## config.mk

```make
export PLATFORM = sky130hd
export DESIGN_NAME = tree_node_arbiter
export DESIGN_NICKNAME = d
export VERILOG_FILES = /design/src/rtl/tree_node_arbiter.sv
export SDC_FILE = /design/constraint.sdc
export NUM_CORES = 1
export LEC_CHECK = 0
export CORE_UTILIZATION = 55
export CTS_CLUSTER_SIZE = 12
export DETAILED_ROUTE_END_ITERATION = 16
export HOLD_SLACK_MARGIN = 0.06
export PLACE_DENSITY = 0.8
export RECOVER_POWER = 25
export SLEW_MARGIN = 5
export SYNTH_ARGS = -nofsm -noshare
export SYNTH_HDL_FRONTEND = slang
export SYNTH_SLANG_ARGS = --single-unit
export TNS_END_PERCENT = 30
```

## constraint.sdc

```tcl
create_clock -name clk -period 5.8 [get_ports clk]
set_clock_uncertainty 0.1 [all_clocks]
set_input_delay 0.58 -clock clk [delete_from_list [all_inputs] [get_ports clk]]
set_output_delay 0.58 -clock clk [all_outputs]
set_load 0.02 [all_outputs]
```

## src/rtl/tree_node_arbiter.sv

```systemverilog
// tree_node_arbiter: merges NUM_CH child channels into one upstream stream.
// Each lane has a DEPTH-entry FIFO. A round-robin arbiter drains the lanes
// into a registered output slot. The slot is tagged with the source channel.
//
// Ports:
//   clk, rst_n  : single clock, asynchronous active-low reset
//   in_valid    : per-channel push request
//   in_data     : channel c payload at [c*DATA_W +: DATA_W]
//   in_ready    : per-channel ready (FIFO not full)
//   out_valid   : output slot holds a word
//   out_data    : payload of the output slot
//   out_id      : source channel of out_data
//   out_ready   : upstream accepts the output slot
//   fifo_full   : per-channel full flag (from registered pointers)
//   fifo_empty  : per-channel empty flag (from registered pointers)
module tree_node_arbiter #(
  parameter int unsigned NUM_CH = 5,
  parameter int unsigned DATA_W = 8,
  parameter int unsigned DEPTH  = 4,
  localparam int unsigned ID_W  = (NUM_CH > 1) ? $clog2(NUM_CH) : 1
) (
  input  logic                     clk,
  input  logic                     rst_n,
  input  logic [NUM_CH-1:0]        in_valid,
  input  logic [NUM_CH*DATA_W-1:0] in_data,
  output logic [NUM_CH-1:0]        in_ready,
  output logic                     out_valid,
  output logic [DATA_W-1:0]        out_data,
  output logic [ID_W-1:0]          out_id,
  input  logic                     out_ready,
  output logic [NUM_CH-1:0]        fifo_full,
  output logic [NUM_CH-1:0]        fifo_empty
);

  localparam int unsigned AW = $clog2(DEPTH);
  localparam int unsigned PW = AW + 1;
  localparam int unsigned SW = ID_W + 1;

  logic [DATA_W-1:0] head [NUM_CH];
  logic [NUM_CH-1:0] push;
  logic [NUM_CH-1:0] pop;
  logic [ID_W-1:0]   ptr;
  logic [ID_W-1:0]   grant;
  logic [SW-1:0]     scan;
  logic              any_ne;
  logic              slot_free;

  assign slot_free = !out_valid || out_ready;
  assign in_ready  = ~fifo_full;

  // Per-lane FIFO: pointers carry one extra wrap bit to tell full from empty.
  for (genvar c = 0; c < NUM_CH; c++) begin : g_lane
    logic [DATA_W-1:0] mem [DEPTH];
    logic [PW-1:0]     wptr;
    logic [PW-1:0]     rptr;

    assign fifo_empty[c] = (wptr == rptr);
    assign fifo_full[c]  = (wptr[AW] != rptr[AW]) && (wptr[AW-1:0] == rptr[AW-1:0]);
    assign push[c]       = in_valid[c] && !fifo_full[c];
    assign pop[c]        = slot_free && any_ne && (grant == ID_W'(c));
    assign head[c]       = mem[rptr[AW-1:0]];

    // Pointer update; a push and a pop in the same cycle leave occupancy unchanged.
    always_ff @(posedge clk or negedge rst_n) begin
      if (!rst_n) begin
        wptr <= '0;
        rptr <= '0;
      end else begin
        if (push[c]) wptr <= wptr + PW'(1);
        if (pop[c])  rptr <= rptr + PW'(1);
      end
    end

    // Storage needs no reset; the pointers define which entries are live.
    always_ff @(posedge clk) begin
      if (push[c]) mem[wptr[AW-1:0]] <= in_data[c*DATA_W +: DATA_W];
    end
  end

  // Round-robin search: first non-empty lane starting at ptr, wrapping at NUM_CH.
  always_comb begin
    any_ne = 1'b0;
    grant  = '0;
    scan   = '0;
    for (int unsigned i = 0; i < NUM_CH; i++) begin
      scan = {1'b0, ptr} + SW'(i);
      if (scan >= SW'(NUM_CH)) scan = scan - SW'(NUM_CH);
      if (!any_ne && !fifo_empty[ID_W'(scan)]) begin
        any_ne = 1'b1;
        grant  = ID_W'(scan);
      end
    end
  end

  // Output slot: loads on a grant, empties when nothing is pending, holds on stall.
  always_ff @(posedge clk or negedge rst_n) begin
    if (!rst_n) begin
      out_valid <= 1'b0;
      out_data  <= '0;
      out_id    <= '0;
      ptr       <= '0;
    end else if (slot_free) begin
      if (any_ne) begin
        out_valid <= 1'b1;
        out_data  <= head[grant];
        out_id    <= grant;
        ptr       <= (grant == ID_W'(NUM_CH - 1)) ? '0 : grant + ID_W'(1);
      end else begin
        out_valid <= 1'b0;
      end
    end
  end

endmodule
```

---- Word-level counts from Yosys, hierarchy flattened ----
Memories as Yosys holds them, arrays and structs flattened.
Cells that the tools add are included.
word-level totals
  memories ................................ 5
  word-level logic and storage cells ...... 147
  output and inout port bits .............. 27
  bits in registers ....................... 45
  input bits .............................. 48
  memory bits (writable) .................. 160
operators by class
  order comparisons ....................... 11
  equal/unequal tests ..................... 19
  bitwise operators ....................... 2
  reductions and logical operators ........ 36
  add/subtract/negate cells ............... 20
  mux-type cells .......................... 40
memories
  memory         depth  width  read ports  clocked after memory_dff  write ports  RTL line  source
  g_lane[0].mem  4      8      1           0                         1            53        logic [DATA_W-1:0] mem [DEPTH];
  g_lane[1].mem  4      8      1           0                         1            53
  g_lane[2].mem  4      8      1           0                         1            53
  g_lane[3].mem  4      8      1           0                         1            53
  g_lane[4].mem  4      8      1           0                         1            53
operator list
  kind                                                                                  count
  3-bit by 1-bit adder with 3-bit output (second input constant)                        11
  3-bit two-way mux                                                                     11
  8-bit binary-select mux with 3-bit select                                             1
  1-bit two-way mux                                                                     21
  1-bit logical AND                                                                     20
  3-bit by 4-bit < comparator with 1-bit output (second input constant)                 5
  4-bit by 3-bit greater-or-equal comparator with 1-bit output (second input constant)  4
  8-bit two-way mux                                                                     2
  1-bit binary-select mux with 3-bit select                                             5
  3-bit == test                                                                         5
  3-bit subtractor (second input constant)                                              5
  1-bit logical NOT                                                                     13
  2-bit == test                                                                         5
  3-bit by 2-bit adder with 4-bit output (second input constant)                        2
  3-bit by 2-bit == test with 1-bit output (second input constant)                      2
  1-bit != test                                                                         5
  5-bit inverter                                                                        1
  3-bit by 1-bit adder with 4-bit output (second input constant)                        1
  3-bit by 3-bit adder with 4-bit output (second input constant)                        1
  4-bit greater-or-equal comparator (second input constant)                             1
  3-bit inverter with 4-bit output                                                      1
  3-bit by 1-bit == test with 1-bit output (second input constant)                      1
  3-bit == test (second input constant)                                                 1
  3-bit greater-or-equal comparator (second input constant)                             1
  3 further kinds                                                                       3

---- Logic depth before layout (Yosys ltp) ----
  depth after elaboration ................. 21
  mapped depth ............................ 18
  mapped depth without buffers ............ 15

---- Worst setup path after synthesis ----
Ideal clock, no wire load.
  kind .................................... register to register
  start point ............................. reg ptr[0]
  end point ............................... reg g_lane[3].rptr[1]
  data required time ...................... 5.575 ns
  arrival time ............................ 3.838 ns
  slack ................................... 1.737 ns
  cell stages (with the launch flop) ...... 18
  period minus slack after synthesis ...... 4.063 ns
  cell sequence ........................... dfrtp_1 > buf_2 > inv_2 > ha_1 > ha_1 > clkbuf_1 > o22ai_1 > mux2i_1 > a211o_1 > a211oi_4 > nand2_1 > o22a_1 > buf_6 > buf_6 > and2_1 > ha_1 > nand2_1 > mux2_2
on the way
  longest elaborated chain between the ends .. 19
  elaborated cells between the ends (all ways) .. 53
RTL lines
  item                                                                                              RTL line  source
  start: declaration                                                                                42        logic [ID_W-1:0] ptr;
  start signal: assignment                                                                          107       ptr <= (grant == ID_W'(NUM_CH - 1)) ? '0 : grant + ID_W'(1);
  3-bit by 1-bit adder with 4-bit output                                                            86        scan = {1'b0, ptr} + SW'(i);
  4-bit by 3-bit greater-or-equal comparator with 1-bit output or 3-bit subtractor (tied branches)  87        if (scan >= SW'(NUM_CH)) scan = scan - SW'(NUM_CH);
  3-bit two-way mux                                                                                 87
  1-bit binary-select mux with 3-bit select                                                         88        if (!any_ne && !fifo_empty[ID_W'(scan)]) begin
  1-bit two-way mux (implied by the code)                                                           88
  1-bit logical NOT                                                                                 88
  1-bit logical AND                                                                                 88
  1-bit two-way mux                                                                                 88
  [... 3 more ...]                                                                                  n/a
  1-bit logical NOT                                                                                 88
  1-bit logical AND                                                                                 88
  1-bit two-way mux                                                                                 88
  1-bit logical NOT                                                                                 88
  1-bit logical AND                                                                                 88
  3-bit two-way mux or 1-bit two-way mux (tied branches)                                            88
  3-bit by 2-bit == test with 1-bit output or 1-bit logical AND (tied branches)                     60        assign pop[c] = slot_free && any_ne && (grant == ID_W'(c));
  1-bit logical AND (*)                                                                             60
  end signal: assignment                                                                            70        if (pop[c]) rptr <= rptr + PW'(1);
  end: declaration                                                                                  55        logic [PW-1:0] rptr;
Mark *: on every way between the ends. The rest lies on a longest branch, timed or not. The select of a mux whose other input is x is not followed.
A chain may end at the register's enable or synchronous reset.

---- Worst setup path after layout ----
  start point ............................. reg ptr[0]
  end point ............................... reg g_lane[0].rptr[1]
on the way
  longest elaborated chain between the ends .. 19
  elaborated cells between the ends (all ways) .. 53
RTL lines
  item                                                                                              RTL line
  3-bit by 1-bit adder with 4-bit output                                                            86
  4-bit by 3-bit greater-or-equal comparator with 1-bit output or 3-bit subtractor (tied branches)  87
  3-bit two-way mux                                                                                 87
  1-bit binary-select mux with 3-bit select                                                         88
  1-bit two-way mux (implied by the code)                                                           88
  1-bit logical NOT                                                                                 88
  1-bit logical AND                                                                                 88
  1-bit two-way mux                                                                                 88
  [... 3 more ...]                                                                                  n/a
  1-bit logical NOT                                                                                 88
  1-bit logical AND                                                                                 88
  1-bit two-way mux                                                                                 88
  1-bit logical NOT                                                                                 88
  1-bit logical AND                                                                                 88
  3-bit two-way mux or 1-bit two-way mux (tied branches)                                            88
  3-bit logical NOT or 1-bit logical AND (tied branches)                                            60
  1-bit logical AND (*)                                                                             60
  end signal: assignment                                                                            70
  end: declaration                                                                                  55
Marked as above.

==> impl_results.md <==
- Share of cells above drive strength 1: 0.151
- Period minus WS final: 5.04 ns
- Sequential Area: 0.00593 sq mm
- Register-to-register setup slack: 0.76 ns
- Slew @ Worst Pin: 1.06 ns
- Worst Setup End Kind: flip-flop
- Vias in the first global route: 5620
- Fillers: 1163
- Initial antenna violation count: 0
- Hold_buf cts: 0
- GRT Resource Usage Total: 0.227
- First-pass GRT wire length: 31000 um
- DRC viols: 0
- FF-to-FF End: g_lane[0].rptr[1]$_DFFE_PN0P_
- Mapped Cells: 597
- Synth Cell Area: 0.00958 sq mm
- Fmax: 199 MHz
- Core ar.: 0.0168 sq mm
- Sink Count: 205
- Detail Route Antenna Nets: 0
- Register area share after synthesis: 0.619
- Area of the multi-input gates: 0.00338 sq mm
- Setup Buffers After CTS: 0
- Starting DRT DRC Count: 404
- Top-count cell post-synth: edfxtp_1
- CP max-delay cell: dfrtp_1
- RSZ-0062 raised after global routing: no
- Worst-path maximum fanout: 14
- Gpl congestion: 0.832
- Max-slew violations: 0
- Post-synth EDFFs: 160
- DR vias/cell: 5.92
- Reg clk slew, reported paths: 0.06 ns
- Number of cells on the worst reg-to-reg path: 13
- Post-synthesis async set-or-reset flop share: 0.220
- Crit path top cell by count: ha_1
- Area growth syn-to-layout: 16.4%
- Final worst path period share: 0.868
- Row count: 47
- # setup viols final: 0
- Ant diodes: 0
- Status: finished clean
- Setup CP Type: flip-flop to flip-flop
- Share of the synthesized area in the top cell type: 0.502
- Die area: 0.0180 sq mm
- Worst-Skew Late Latency: 0.49 ns
- Htree depth: 1
- Synth cell count leaders: 160 x edfxtp_1, 45 x dfrtp_1, 42 x mux4_2, 34 x ha_1, 28 x xnor2_1
- Hold Crit Class: input port to asynchronous set/reset pin
- Cell taking the most area after synthesis: edfxtp_1
- Total negative setup slack: 0 ns
- Initial core utilization: 0.570
- CP arrival: 5.31 ns
- Syn nets: 680
- Max Root-Sink Buffers: 3
- Die Wd: 134 um
- Pin count of the biggest net entering global routing: 46
- TritonCTS Buffers: 22
- Hold violation count in the final report: 0
- Final net count: 757
- Die Y-Extent: 134 um
- Clk root buf: clkbuf_16
- Crit path from: ptr[0]$_DFFE_PN0P_
- Area contributors post-synth: edfxtp_1 50%, dfrtp_1 12%, mux4_2 9.9%, ha_1 4.4%, xnor2_1 2.6%
- DPL Wire Length: 13700 um
- Worst path max stage delay: 0.61 ns
- Reg2reg start: ptr[0]$_DFFE_PN0P_
- Critical Path RT: 6.07 ns
- CTS tree: built
- Crit-path cells: inv_2 > ha_1 > ha_1 > o22ai_1 > mux2i_1 > a211o_1 > a211oi_4 > nand2_1 > o22a_1 > buf_4 > nor2_2 > and2_1 > mux2_1
- Max cap viols: 0
- Yosys cell types: 76
- #FFs+latches synth: 205
- CP startpoint kind: flip-flop
- Global route overflow: 0
- Routed via count: 5387
- # port buffers: 74
- PostCTS Resize Cnt: 0
- Wirelength, routed: 19300 um
- Relative slew margins: 0.292
- Mean routed wirelength per cell: 21.3 um
- Syn avg cell area: 16.0 sq um
- # IOs: 75
- Crit path to: g_lane[0].rptr[1]$_DFFE_PN0P_
- Main synth FF type: edfxtp_1
- Drt first pass iters: 5
- YS warnings: 0
==> worst min path at each step <==
| stage | startpoint | to | slack, ns | cells after the start |
|---|---|---|---|---|
| 6_report | rst_n | g_lane[4].wptr[2]$_DFFE_PN0P_ | 0.18 | 1 |
| 3_5_place_dp | g_lane[3].wptr[2]$_DFFE_PN0P_ | g_lane[3].wptr[2]$_DFFE_PN0P_ | 0.38 | 1 |
| 5_1_grt | rst_n | g_lane[4].wptr[2]$_DFFE_PN0P_ | 0.27 | 1 |
| 3_3_place_gp | g_lane[4].wptr[2]$_DFFE_PN0P_ | g_lane[4].wptr[2]$_DFFE_PN0P_ | 0.38 | 1 |
| 4_1_cts | rst_n | g_lane[4].wptr[2]$_DFFE_PN0P_ | 0.23 | 1 |
| 2_1_floorplan | rst_n | g_lane[0].rptr[0]$_DFFE_PN0P_ | 0.18 | 0 |
==> layer usage <==
metal  up-vias  global-route usage  routed length, um
met5         -                   0                  0
met4         0              0.0688                459
met3        33              0.0340                977
met2       154               0.367               9550
met1      2727               0.321               8360
li1       2473                   -                  -
==> kinds of logic after synthesis <==
| group | synth area share |
|---|---|
| flip-flops | 0.619 |
| AND/OR/NAND/NOR | 0.0716 |
| AO/OA/AOI/OAI | 0.0630 |
| multiplexers | 0.132 |
| buffers and inverters | 0.0291 |
| XOR/XNOR | 0.0390 |
| adder cells (fa/ha/maj) | 0.0465 |
==> through the flow <==
stage                     cells  setup slack (ns)  instance area, sq um   util  hold WS [ns]
after floorplan             597              1.74                  9580      -         0.184
after global placement      870              1.10                 10500  0.622         0.376
after detailed placement    870             0.817                 10500  0.622         0.377
after CTS                   910             0.806                 11100  0.663         0.232
after global routing        910             0.452                 11100  0.663         0.274
final                       910             0.763                 11100  0.663         0.177
==> layout make-up <==
type	instances	share of cell area
Tap cell	220	0.0247
Clock buffer	36	0.0578
Inverter	28	0.00943
Sequential cell	205	0.532
Clock inverter	4	0.00415
Multi-Input combinational cell	339	0.303
Timing Repair Buffer	78	0.0687
==> registers in the layout, summed over array words and instances (netlist names) <==
register	count
g_lane.mem	160
g_lane.rptr	15
g_lane.wptr	15
out_data	8
out_id	3
ptr	3
out_valid	1
==> worst max-delay path, delay by kind of cell, from the launching register on <==
family	cells	cell delay (ns)
simple gates	3	0.81
fa+ha+maj	2	0.69
compound gates	4	1.66
buf+inv	2	0.49
flops	1	0.61
mux	2	0.53
==> cells in the final DEF, fill, tap and decap left out, types with 4 or more instances in the layout <==
| master | n |
|---|---|
| xor2_1 | 11 |
| and2_1 | 7 |
| o31ai_1 | 4 |
| nand2_1 | 27 |
| inv_1 | 24 |
| nand3b_1 | 6 |
| mux2_2 | 4 |
| nor3_1 | 7 |
| ha_1 | 34 |
| dfrtp_1 | 45 |
| inv_2 | 4 |
| and3_1 | 22 |
| mux2i_1 | 20 |
| dlygate4sd3_1 | 29 |
| clkdlybuf4s50_1 | 44 |
| nand3_1 | 10 |
| buf_4 | 4 |
| o221ai_1 | 8 |
| clkbuf_16 | 23 |
| edfxtp_1 | 160 |
| a31o_1 | 8 |
| nor2_1 | 14 |
| nand2b_1 | 4 |
| a21oi_1 | 9 |
| o21ai_0 | 8 |
| xnor2_1 | 28 |
| o22ai_1 | 4 |
| mux4_2 | 42 |
| clkbuf_1 | 11 |
Power is left out: the tool's default activity adds up to more than one toggle a clock period on the data nets, which glitch-free logic cannot reach.
